`config.mk`:
```
export PLATFORM = sky130hd
export DESIGN_NAME = xdma_dsc_byp_issuer
export DESIGN_NICKNAME = d
export VERILOG_FILES = /design/src/rtl/xdma_byp_pkg.sv /design/src/rtl/xdma_dsc_byp_issuer.sv
export SDC_FILE = /design/constraint.sdc
export NUM_CORES = 1
export LEC_CHECK = 0
export ABC_AREA = 1
export CAP_MARGIN = 20
export CORE_MARGIN = 2
export CORE_UTILIZATION = 59
export DETAILED_ROUTE_END_ITERATION = 12
export DONT_BUFFER_PORTS = 1
export GPL_TIMING_DRIVEN = 1
export HOLD_SLACK_MARGIN = 0.03
export PLACE_DENSITY = 0.9
export SYNTH_ARGS = -nofsm -noshare
export SYNTH_HDL_FRONTEND = slang
export SYNTH_SLANG_ARGS = --single-unit
```
`constraint.sdc`:
```
create_clock -name axi_aclk -period 5.05 [get_ports axi_aclk]
set_input_delay 0.505 -clock axi_aclk [delete_from_list [all_inputs] [get_ports axi_aclk]]
set_output_delay 0.505 -clock axi_aclk [all_outputs]
set_load 0.005 [all_outputs]
```
`src/rtl/xdma_byp_pkg.sv`:
```
// Shared constants and types for the XDMA descriptor-bypass issuer:
// control/status bit positions, the descriptor record and the FSM encoding.
package xdma_byp_pkg;

  localparam int CTL_STOP      = 0;
  localparam int CTL_COMPLETED = 1;
  localparam int CTL_EOP       = 4;

  localparam int STS_BUSY      = 0;
  localparam int STS_STOPPED   = 1;
  localparam int STS_ALIGN_ERR = 3;

  typedef struct packed {
    logic [63:0] src;
    logic [63:0] dst;
    logic [27:0] len;
    logic [15:0] ctl;
  } byp_dsc_t;

  typedef enum logic {ST_IDLE, ST_ISSUE} byp_state_t;

  // STOP and COMPLETED mark the final chunk of a request; EOP only if requested.
  function automatic logic [15:0] dsc_ctl(input logic last, input logic eop);
    logic [15:0] c;
    c                = '0;
    c[CTL_STOP]      = last;
    c[CTL_COMPLETED] = last;
    c[CTL_EOP]       = last & eop;
    return c;
  endfunction

endpackage

```
`src/rtl/xdma_dsc_byp_issuer.sv`:
```
// Splits whole-transfer requests into MAX_CHUNK-sized XDMA bypass descriptors
// and issues them on the dsc_byp ready/load handshake, at most one per two cycles.
module xdma_dsc_byp_issuer
  import xdma_byp_pkg::*;
#(
  parameter int ADDR_W    = 64,
  parameter int LEN_W     = 28,
  parameter int REQ_LEN_W = 32,
  parameter int MAX_CHUNK = 4096,
  parameter int CNT_W     = 16
) (
  input  logic                 axi_aclk,
  input  logic                 axi_aresetn,
  input  logic                 req_valid,
  output logic                 req_ready,
  input  logic [ADDR_W-1:0]    req_src_addr,
  input  logic [ADDR_W-1:0]    req_dst_addr,
  input  logic [REQ_LEN_W-1:0] req_len,
  input  logic                 req_eop,
  input  logic                 dsc_byp_ready,
  output logic                 dsc_byp_load,
  output logic [ADDR_W-1:0]    dsc_byp_src_addr,
  output logic [ADDR_W-1:0]    dsc_byp_dst_addr,
  output logic [LEN_W-1:0]     dsc_byp_len,
  output logic [15:0]          dsc_byp_ctl,
  input  logic [7:0]           dma_sts,
  output logic                 busy,
  output logic [CNT_W-1:0]     dsc_issued,
  output logic                 req_done,
  output logic                 err_zero_len,
  output logic                 err_sts
);

  byp_state_t           state;
  logic [ADDR_W-1:0]    cur_src;
  logic [ADDR_W-1:0]    cur_dst;
  logic [REQ_LEN_W-1:0] remaining;
  logic                 eop_flag;
  logic                 issued_any;

  logic [LEN_W-1:0]     chunk;
  logic [ADDR_W-1:0]    chunk_addr;
  logic                 last_chunk;
  logic                 accept;
  logic                 issue;
  logic                 unused_sts;

  function automatic logic [LEN_W-1:0] chunk_of(input logic [REQ_LEN_W-1:0] rem);
    if (rem < REQ_LEN_W'(MAX_CHUNK))
      return LEN_W'(rem);
    else
      return LEN_W'(MAX_CHUNK);
  endfunction

  assign chunk      = chunk_of(remaining);
  assign chunk_addr = ADDR_W'(chunk);
  assign last_chunk = (remaining <= REQ_LEN_W'(MAX_CHUNK));
  assign accept     = (state == ST_IDLE) && req_valid && req_ready;
  // A fresh load is only raised from a load-free cycle, giving the 1-in-2 cadence.
  assign issue      = (state == ST_ISSUE) && !dsc_byp_load && dsc_byp_ready
                      && (remaining != '0);
  assign unused_sts = ^{dma_sts[7:4], dma_sts[2], dma_sts[STS_STOPPED]};

  always_ff @(posedge axi_aclk or negedge axi_aresetn) begin
    if (!axi_aresetn) begin
      state            <= ST_IDLE;
      req_ready        <= 1'b1;
      dsc_byp_load     <= 1'b0;
      dsc_byp_src_addr <= '0;
      dsc_byp_dst_addr <= '0;
      dsc_byp_len      <= '0;
      dsc_byp_ctl      <= '0;
      remaining        <= '0;
      busy             <= 1'b0;
      dsc_issued       <= '0;
      req_done         <= 1'b0;
      err_zero_len     <= 1'b0;
      err_sts          <= 1'b0;
      issued_any       <= 1'b0;
    end else begin
      dsc_byp_load <= 1'b0;
      req_done     <= 1'b0;
      busy         <= dma_sts[STS_BUSY];

      case (state)
        ST_IDLE: begin
          if (accept) begin
            if (req_len == '0) begin
              err_zero_len <= 1'b1;
              req_done     <= 1'b1;
            end else begin
              state     <= ST_ISSUE;
              req_ready <= 1'b0;
              remaining <= req_len;
              busy      <= 1'b1;
            end
          end
        end
        ST_ISSUE: begin
          if (dsc_byp_load && (remaining == '0)) begin
            state     <= ST_IDLE;
            req_ready <= 1'b1;
          end else begin
            busy <= 1'b1;
          end
          if (issue) begin
            dsc_byp_load     <= 1'b1;
            dsc_byp_src_addr <= cur_src;
            dsc_byp_dst_addr <= cur_dst;
            dsc_byp_len      <= chunk;
            dsc_byp_ctl      <= dsc_ctl(last_chunk, eop_flag);
            remaining        <= remaining - REQ_LEN_W'(chunk);
            dsc_issued       <= dsc_issued + CNT_W'(1);
            issued_any       <= 1'b1;
            req_done         <= last_chunk;
          end
        end
        default: state <= ST_IDLE;
      endcase

      // Bit 1 alone accompanies a normal COMPLETED stop; only alignment errors latch.
      if (issued_any && !dma_sts[STS_BUSY] && dma_sts[STS_ALIGN_ERR])
        err_sts <= 1'b1;
    end
  end

  always_ff @(posedge axi_aclk) begin
    if (accept) begin
      cur_src  <= req_src_addr;
      cur_dst  <= req_dst_addr;
      eop_flag <= req_eop;
    end else if (issue) begin
      cur_src <= cur_src + chunk_addr;
      cur_dst <= cur_dst + chunk_addr;
    end
  end

endmodule
```
; ---- Word level (Yosys, flattened, before mapping)
; Index checks and enable logic that the tools add are counted.
[word_totals]
ff_bits = 344
in_bits = 173
elab_cells = 74
out_inout_bits = 194
[classes]
magnitude_cmp = 2
n_addsub = 4
eq_ne = 4
bitwise = 2
n_mux = 27
reduce_logical = 18
[op_table]
columns = op, count
row1 = 2-to-1 mux 64 bit, 4
row2 = adder 64 x 28 -> 64 bit, 2
row3 = 2-to-1 mux 32 bit, 3
row4 = zero test 32 bit, 2
row5 = one-hot mux 32 bit (2 select lines), 1
row6 = <= comparator 32 x 13 -> 1 bit (second input constant), 1
row7 = less-than comparator 32 x 13 -> 1 bit (second input constant), 1
row8 = nonzero test 32 bit, 1
row9 = subtractor 32 x 28 -> 32 bit, 1
row10 = 2-to-1 mux 28 bit, 1
row11 = adder 16 x 1 -> 16 bit (second input constant), 1
row12 = 2-to-1 mux 1 bit, 14
row13 = AND reduction 3 bit, 3
row14 = logical AND 1 bit, 8
row15 = one-hot mux 1 bit (2 select lines), 4
row16 = inequality test 2 x 1 -> 1 bit (second input constant), 2
row17 = inequality test 2 bit (second input constant), 2
row18 = zero test 1 bit, 2
row19 = AND reduction 2 bit, 1
row20 = nonzero test 2 bit, 1
row21 = AND 1 bit, 1
row22 = NOT 1 bit, 1

; ---- Longest topological paths before layout
; Gate-level depths: netlist (run 1).
[logic_depth]
depth_word = 6
mapped_depth = 25
ltp_nobuf = 22

; ---- Worst setup path after synthesis (run 1)
; OpenSTA, ideal clock, no wires.
[synth_timing]
kind = register -> register
from = register remaining[14]
to = register cur_dst[0] (enable)
setup_ps = 1111
path_stages_with_launch = 12
t_required_ps = 3939
path_slack_ps = 267
arrival_time_ps = 3673
n_path_buf = 3
path_cell_list = dfrtp_1 > nor2_4 > nand2_2 > nor2_2 > nand3_4 > inv_2 > nand4_1 > nand2_2 > buf_6 > buf_6 > buf_6 > nand2_1
[synth_between]
elab_chain_len = 3
[synth_lines]
columns = item, line
row1 = from (decl), xdma_dsc_byp_issuer.sv:37  ; logic [REQ_LEN_W-1:0] remaining;
row2 = from (signal assigned), xdma_dsc_byp_issuer.sv:94  ; remaining <= req_len;
row3 = from (signal assigned), xdma_dsc_byp_issuer.sv:112  ; remaining <= remaining - REQ_LEN_W'(chunk);
row4 = nonzero test 32 bit, xdma_dsc_byp_issuer.sv:61  ; && (remaining != '0);
row5 = logical AND 1 bit, xdma_dsc_byp_issuer.sv:61
row6 = nonzero test 2 bit (no line), --
row7 = to (signal assigned), xdma_dsc_byp_issuer.sv:130  ; cur_dst <= req_dst_addr;
row8 = to (signal assigned), xdma_dsc_byp_issuer.sv:134  ; cur_dst <= cur_dst + chunk_addr;
row9 = to (decl), xdma_dsc_byp_issuer.sv:36  ; logic [ADDR_W-1:0] cur_dst;
; No other way between the ends.
; A chain may end at the register's enable or synchronous reset.

; ---- Final worst setup path (run 1)
[layout_timing]
from = register remaining[18]
to = register cur_src[37] (data pin)
[layout_between]
elab_chain_len = 5
[layout_lines]
columns = item, line
row1 = less-than comparator 32 x 13 -> 1 bit, xdma_dsc_byp_issuer.sv:49  ; if (rem < REQ_LEN_W'(MAX_CHUNK))
row2 = 2-to-1 mux 28 bit, xdma_dsc_byp_issuer.sv:49
row3 = via chunk[4], xdma_dsc_byp_issuer.sv:41  ; logic [LEN_W-1:0] chunk;
row4 = adder 64 x 28 -> 64 bit, xdma_dsc_byp_issuer.sv:133  ; cur_src <= cur_src + chunk_addr;
row5 = 2-to-1 mux 64 bit, xdma_dsc_byp_issuer.sv:132  ; end else if (issue) begin
row6 = 2-to-1 mux 64 bit, xdma_dsc_byp_issuer.sv:128  ; if (accept) begin
row7 = to (signal assigned), xdma_dsc_byp_issuer.sv:129  ; cur_src <= req_src_addr;
row8 = to (signal assigned), xdma_dsc_byp_issuer.sv:133
row9 = to (decl), xdma_dsc_byp_issuer.sv:35  ; logic [ADDR_W-1:0] cur_src;
; The timed path passes the listed nets, and every way through them passes these cells. The select of a mux whose other input is x is not followed.

==> results.md, run 1 <==
* GPL Wtd Cong at around 1.0
* Crit-path max FO at 35
* GRT Total Usage at a little over a third
* Residual DRC at 0
* Final WL at roughly 66,000 µm
* Cell family with most CP delay: simple AND/OR/NAND/NOR gates
* Status: complete, but fails checks
* Initial Utilization at between 60% and 70%
* CP bufs+invs at 1
* Clk_skew at between 20 and 25 ps
* Unrepaired setup endpoints after global routing: no
* Syn Inst Count at 2,774
* FFs w/ async S/R, synth at about 62%
* Hpwl dp at about 50,000 µm
* I/O pin cnt at between 300 and 400
* Non-Filler Instances at between 3,000 and 4,000
* Worst-skew pair later-pin latency at 570 ps
* Post-route cell area at 0.0223 mm²
* Antenna violations before repair at 4
* Vias at slightly below 20,000
* Worst setup EP type: register
* TritonCTS Sinks at 343
* Count leader, synth: nand2_1
* EDFF count, synth at about 130
* Critical-path top delay cell: nor2_1
* Via density at just under 6
* Antenna viol nets, final at 0
* Failing checks: negative hold slack
* Grt met2 use at a little under three fifths
* Synth Area in Compound Gates at between 10% and 20%
* Yosys cell types at 52
* CTS H-Tree Depth at 2
* Setup slack after layout at ~740 ps
* Final Hold Viols at about 210
* Avg Cell Area, Syn at around 7.5 µm²
* Final min period at approximately 4300 ps
* Max Freq at ~230 MHz
* Worst-path cell chain: nor2_1 -> nand2_1 -> nor2_4 -> nand3_4 -> nor2_1 -> ha_1 -> a21oi_1 -> inv_1 -> a21oi_1 -> o21ai_0 -> nand2_1 -> nand2_1 -> nand2_1 -> xor2_1 -> o21ai_0
* Crit path top cell by count: nand2_1
* Global-route wire length before repair at approximately 100,000 µm
* Die area at ~0.037 mm²
* CTS Buf Count at 38
* CTS Buffer Depth at 3
* Vias in the first global route at around 18,000
* Worst path required time at between 5000 and 6000 ps
* Post-CTS Repair Setup Buffers at 0
* Rows at between 60 and 70
* Busiest layer in global routing: met2
* Adder-cell share of the synthesized area at between 3 and 4%
* IO buf count at 0
* Final #Nets at 3,008
* PostCTS Resize Cnt at 0
* Worst-margin pin slew at 1040 ps
* Yosys top cell area share at roughly a quarter
* CP Class: reg2reg
* Yosys top cell by area: dfrtp_1
* Height of the die at between 150 and 200 µm
* M3 GR Usage at roughly a tenth
* Yosys warns at 0
* Final worst hold slack at -375 ps
* Mux contribution to synthesized area at 0%
* Root buffer cell: clkbuf_16
* FF+latch count, synth at 343
* Final setup vio count at 0
* Global route overflow at 0
* Peak VDD IR at approximately 0.37 mV
* Hold-fix buffers, CTS at 1
* Critical Path Source Type: register
* Synthesis-to-layout area growth at 7.16%
* Post-Place Cell Area at 0.0211 mm²
* Leakage at 10.1 nW
* Largest family of logic cells by synthesized area: simple AND/OR/NAND/NOR gates
* Starting DRT DRC Count at approximately 2,200
* Share of cells above drive strength 1 at about 3.9%
* Core area at between 0.03 and 0.04 mm²
* CTS tree: built
* Tot Pwr at 8.59 mW
* Xor/xnor cell area share of the yosys netlist at about 3.8%
* Number of placed instances, taps included at 3,189
* Register area share after synthesis at around 44%
* Max-cap violations at 0
* Routed WL per cell at between 20 and 25 µm
* Final core utilization at 64.4%
* Pre-CTS setup slack at 907 ps
* Top FF cell, synth: dfrtp_1
* Synth cell count leaders: nand2_1, nor2_1, inv_1, dfrtp_1
* Tcrit/Tclk final at 85.4%
* Synth area leaders: dfrtp_1, edfxtp_1, nand2_1, nor2_1, inv_1
* WP data arrival at 4590 ps
* Max-Slew Margin vs Limit at a little over 30%
* Mapped cell area at roughly 0.021 mm²
* Met1 Use GR at about 47%
* Slowest cell delay on critical path at ~500 ps
* Count of pins over their slew limit at 0
* Synth Area in Simple Gates at between 30% and 40%
* Die width at around 190 µm
* Pin count of the biggest net entering global routing at ~220
* Worst hold-check path type: in2async
* DRT Pass-1 Iters at 6
* Setup_tns at 0 ps
* Power per cell area at 384 mW/mm²
* CTS clk-pin slew, worst paths at roughly 60 ps
==> layout make-up <==
| cell class | instances | area [µm²] |
|---|---|---|
| Antenna cell | 4 | 10.0 |
| Clock buffer | 52 | 1050 |
| Clock inverter | 18 | 186 |
| Fill cell | 2834 | 12400 |
| Inverter | 259 | 975 |
| Multi-Input combinational cell | 2122 | 10200 |
| Sequential cell | 343 | 9230 |
| Tap cell | 455 | 569 |
| Timing Repair Buffer | 11 | 85.1 |
==> cell usage in the layout, fill, tap and decap left out, drive strengths merged, types with 4 or more instances in the layout <==
master and n:
a21o 7, clkbuf 52, diode 4, clkinv 12, nor4 24, dfrtp 213
xor2 46, a21oi 89, o22ai 4, edfxtp 129, buf 10, nor2 301
nand3b 6, nand4 44, nor3 51, xnor2 44, and2 4, o21a 5
nand3 140, o21bai 8, a31oi 35, nand2 950, o21ai 228, inv 260
conb 44, o211ai 12, ha 58, or2 9
==> worst register-to-register path, cell delays in order (launching register included) <==
cell	delay [ps]
dfrtp_1	430
nor2_1	190
nand2_1	130
nor2_4	160
nand3_4	420
nor2_1	520
ha_1	360
a21oi_1	280
inv_1	90
a21oi_1	380
o21ai_0	300
nand2_1	120
nand2_1	190
nand2_1	200
xor2_1	150
o21ai_0	90
==> per-layer routing <==
metal / up-vias / wire length (µm)
met4: 0 / 1940
met5: - / 0
li1: 9032 / -
met3: 140 / 7780
met2: 1139 / 29900
met1: 9120 / 26600
==> path summary, 6_finish.rpt <==
path | start | endpoint | slack [ps] | cells after the start
max | remaining[18] | cur_src[37] | 740 | 15
min | axi_aresetn | remaining[18] | -370 | 0
max reg2reg | remaining[18] | cur_src[37] | 740 | 15
min reg2reg | issued_any | issued_any | 470 | 1
max in group asynchronous | axi_aresetn | dsc_byp_dst_addr[56] | 5020 | 0
min in group axi_aclk | dma_sts[0] | busy | 70 | 2
==> flip-flops by register name, indices dropped and copies added (netlist names), 2 cells and up <==
signal and cells:
cur_dst 64, cur_src 64, dsc_byp_ctl 2, dsc_byp_dst_addr 64
dsc_byp_len 28, dsc_byp_src_addr 64, dsc_issued 16, remaining 32
==> report_power, final <==
group / internal (mW) / switching [mW]
Combinational: 0.667 / 1.33
Clock: 1.63 / 1.17
Sequential: 3.35 / 0.437
==> logic make-up (layout without fill, tap and decap cells) <==
kind of cell / Yosys count / count (layout)
other: 2 / 48
AO/OA/AOI/OAI: 394 / 394
buffers and inverters: 351 / 340
flip-flops: 343 / 343
AND/OR/NAND/NOR: 1534 / 1534
XOR/XNOR: 90 / 90
adder cells (fa/ha/maj): 60 / 60
Note: power is estimated with default switching activity, not from simulation.
==> inputs of run 2 (changes only) <==
Settings changed: CORE_UTILIZATION 59 to 60, CTS_BUF_LIST set to sky130_fd_sc_hd__clkbuf_2 sky130_fd_sc_hd__clkbuf_4 sky130_fd_sc_hd__clkbuf_8, GPL_TIMING_DRIVEN 1 to not set, PLACE_DENSITY 0.9 to 0.91.
==> results.md, run 2 (synthesized netlist as in run 1, its figures left out) <==
* Status: complete, but fails checks
* Failing checks: negative hold slack
* Initial Utilization at 60.7% (+0.59 points)
* TritonCTS Sinks at 343 (unchanged)
* Most frequent cells in the layout: nand2_1, nor2_1, inv_1, dfrtp_1, o21ai_0
* I/O pin cnt at 367 (unchanged)
* Die width at 190 µm (-0.82%)
* Residual DRC at 0 (unchanged)
* Vias at 19,883 (+2.3%)
* Fillers at 2,810 (-0.85%)
* Height of the die at 190 µm (-0.82%)
* Leakage at 10.4 nW (+3.9%)
* Worst path required time at 5570 ps (+240 ps)
* Core area at 0.0344 mm² (-0.98%)
* CTS Buffer Depth at 3 (unchanged)
* Max Freq at 226 MHz (-2.4%)
* Launch point of the worst reg-to-reg path: remaining[16]
* Die area at 0.0363 mm² (-1.6%)
* Routed WL per cell at 20.2 µm (-0.25%)
* Setup slack after layout at 631 ps (-107 ps)
* Via density at 5.89 (-0.98%)
* Commonest non-fill, non-tap cell in the layout: nand2_1
* IO buf count at 0 (unchanged)
* Crit path top cell by count: nand2_1
* Count of pins over their slew limit at 0 (unchanged)
* GPL Wtd Cong at 1.02 (-1.4%)
* Final WL at 68,200 µm (+3.1%)
* Tcrit/Tclk final at 87.5% (+2.1 points)
* Final min period at 4420 ps (+107 ps)
* Rows at 68 (unchanged)
* Global route overflow at 0 (unchanged)
* Max-cap violations at 0 (unchanged)
* Worst hold-check path type: in2async
* Critical Path Source Type: register
* Worst-skew pair later-pin latency at 680 ps (+110 ps)
* Post-Place Cell Area at 0.0211 mm² (about the same)
* CTS H-Tree Depth at 2 (unchanged)
* Antenna violations before repair at 2 (-2)
* Worst-path cell chain: nor2_1 -> nand2_1 -> nor2_4 -> nand3_4 -> nor2_1 -> ha_1 -> fa_1 -> nand3_1 -> nand2_1 -> nand2_1 -> nand2_1 -> a21oi_1 -> o21ai_1 -> nand2_1 -> o21ai_0 -> nand3_1 -> nand2_1
* Worst-margin pin slew at 913 ps (-127 ps)
* Hpwl dp at 50,400 µm (+1.2%)
* Vias in the first global route at 19,054 (+3.8%)
* Final setup vio count at 0 (unchanged)
* CP bufs+invs at 0 (-1)
* Hold-fix buffers, CTS at 82 (+81)
* Setup_tns at 0 ps (unchanged)
* Clk_skew at 30.8 ps (+10.4 ps)
* Post-CTS Repair Setup Buffers at 0 (unchanged)
* Pre-CTS setup slack at 834 ps (-73.5 ps)
* Pin count of the biggest net entering global routing at 215 (unchanged)
* Global-route wire length before repair at 104,000 µm (+3.5%)
* Cell family with most CP delay: simple AND/OR/NAND/NOR gates
* Final worst hold slack at -482 ps (-107 ps)
* Power per cell area at 373 mW/mm² (-3.0%)
* Slowest cell delay on critical path at 740 ps (+240 ps)
* DRT Pass-1 Iters at 6 (unchanged)
* Antenna viol nets, final at 0 (unchanged)
* Share of cells above drive strength 1 at 5.08% (+1.2 points)
* Unrepaired setup endpoints after global routing: no
* Crit-path max FO at 35 (unchanged)
* CTS clk-pin slew, worst paths at 70 ps (about the same)
* CP Class: reg2reg
* WP data arrival at 4940 ps (+350 ps)
* CP startpoint: remaining[16]
* PostCTS Resize Cnt at 0 (unchanged)
* Max-Slew Margin vs Limit at 38.7% (+8.1 points)
* Root buffer cell: clkbuf_8
* Final Hold Viols at 214 (unchanged)
* Critical-path top delay cell: o21ai_1
* Starting DRT DRC Count at 2,095 (-3.8%)
* GRT Total Usage at 37.2% (+1.6 points)
* Post-route cell area at 0.0232 mm² (+3.7%)
* CTS tree: built
* Worst setup EP type: register
* Peak VDD IR at 0.272 mV (-27%)
* Final #Nets at 3,105 (+3.2%)
* CTS Buf Count at 55 (+45%)
* Synthesis-to-layout area growth at 11.1%
==> run 2: cell type report <==
type                       count  area (µm²)  share of cell area (%)
timing repair buffer          91         901                    3.89
tap                          455         569                    2.46
multi-input combinational   2122       10200                    44.2
inverter                     259         975                    4.21
antenna                        3        7.51                  0.0324
sequential                   343        9230                    39.8
clock inverter                20         238                    1.03
clock buffer                  80        1010                    4.37
==> run 2: final timing paths <==
| kind | to | slack (ps) | cells after the start |
|---|---|---|---|
| max | cur_src[44] | 630 | 17 |
| min | remaining[31] | -480 | 0 |
| max reg2reg | cur_src[44] | 630 | 17 |
| min reg2reg | issued_any | 470 | 1 |
| max in group asynchronous | dsc_byp_dst_addr[54] | 5210 | 0 |
| min in group axi_aclk | cur_src[58] | 60 | 2 |
==> run 2: metal layers <==
metal | track usage [%] | up-vias | part of all wire [%]
met3 | 7.53 | 144 | 11
met1 | 50.5 | 9350 | 41
li1 | - | 9250 | -
met5 | 0 | - | 0
met4 | 12.0 | 0 | 2.9
met2 | 59.8 | 1139 | 46
==> run 2: stage by stage <==
step / hold slack [ps] / power (mW) / util [%] / cells
2_1_floorplan: 209 / 5.20 / - / 2816
3_3_place_gp: 214 / 5.60 / 61.4 / 3188
3_5_place_dp: 215 / 5.70 / 61.4 / 3188
4_1_cts: -525 / 8.51 / 67.4 / 3370
5_1_grt: -515 / 9.04 / 67.4 / 3372
6_report: -482 / 8.64 / 67.4 / 3373
==> run 2: power by group <==
part,internal (mW),switching (mW)
Sequential,3.35,0.429
Clock,1.55,1.25
Combinational,0.711,1.35
==> run 2: worst reg2reg max path, stage by stage (launching register included) <==
cell     delay, ps
dfrtp_1        430
nor2_1         210
nand2_1        140
nor2_4         160
nand3_4        390
nor2_1         450
ha_1           290
fa_1           290
nand3_1        100
nand2_1        130
nand2_1         70
nand2_1        140
a21oi_1        160
o21ai_1        750
nand2_1        170
o21ai_0        200
nand3_1        100
nand2_1        100
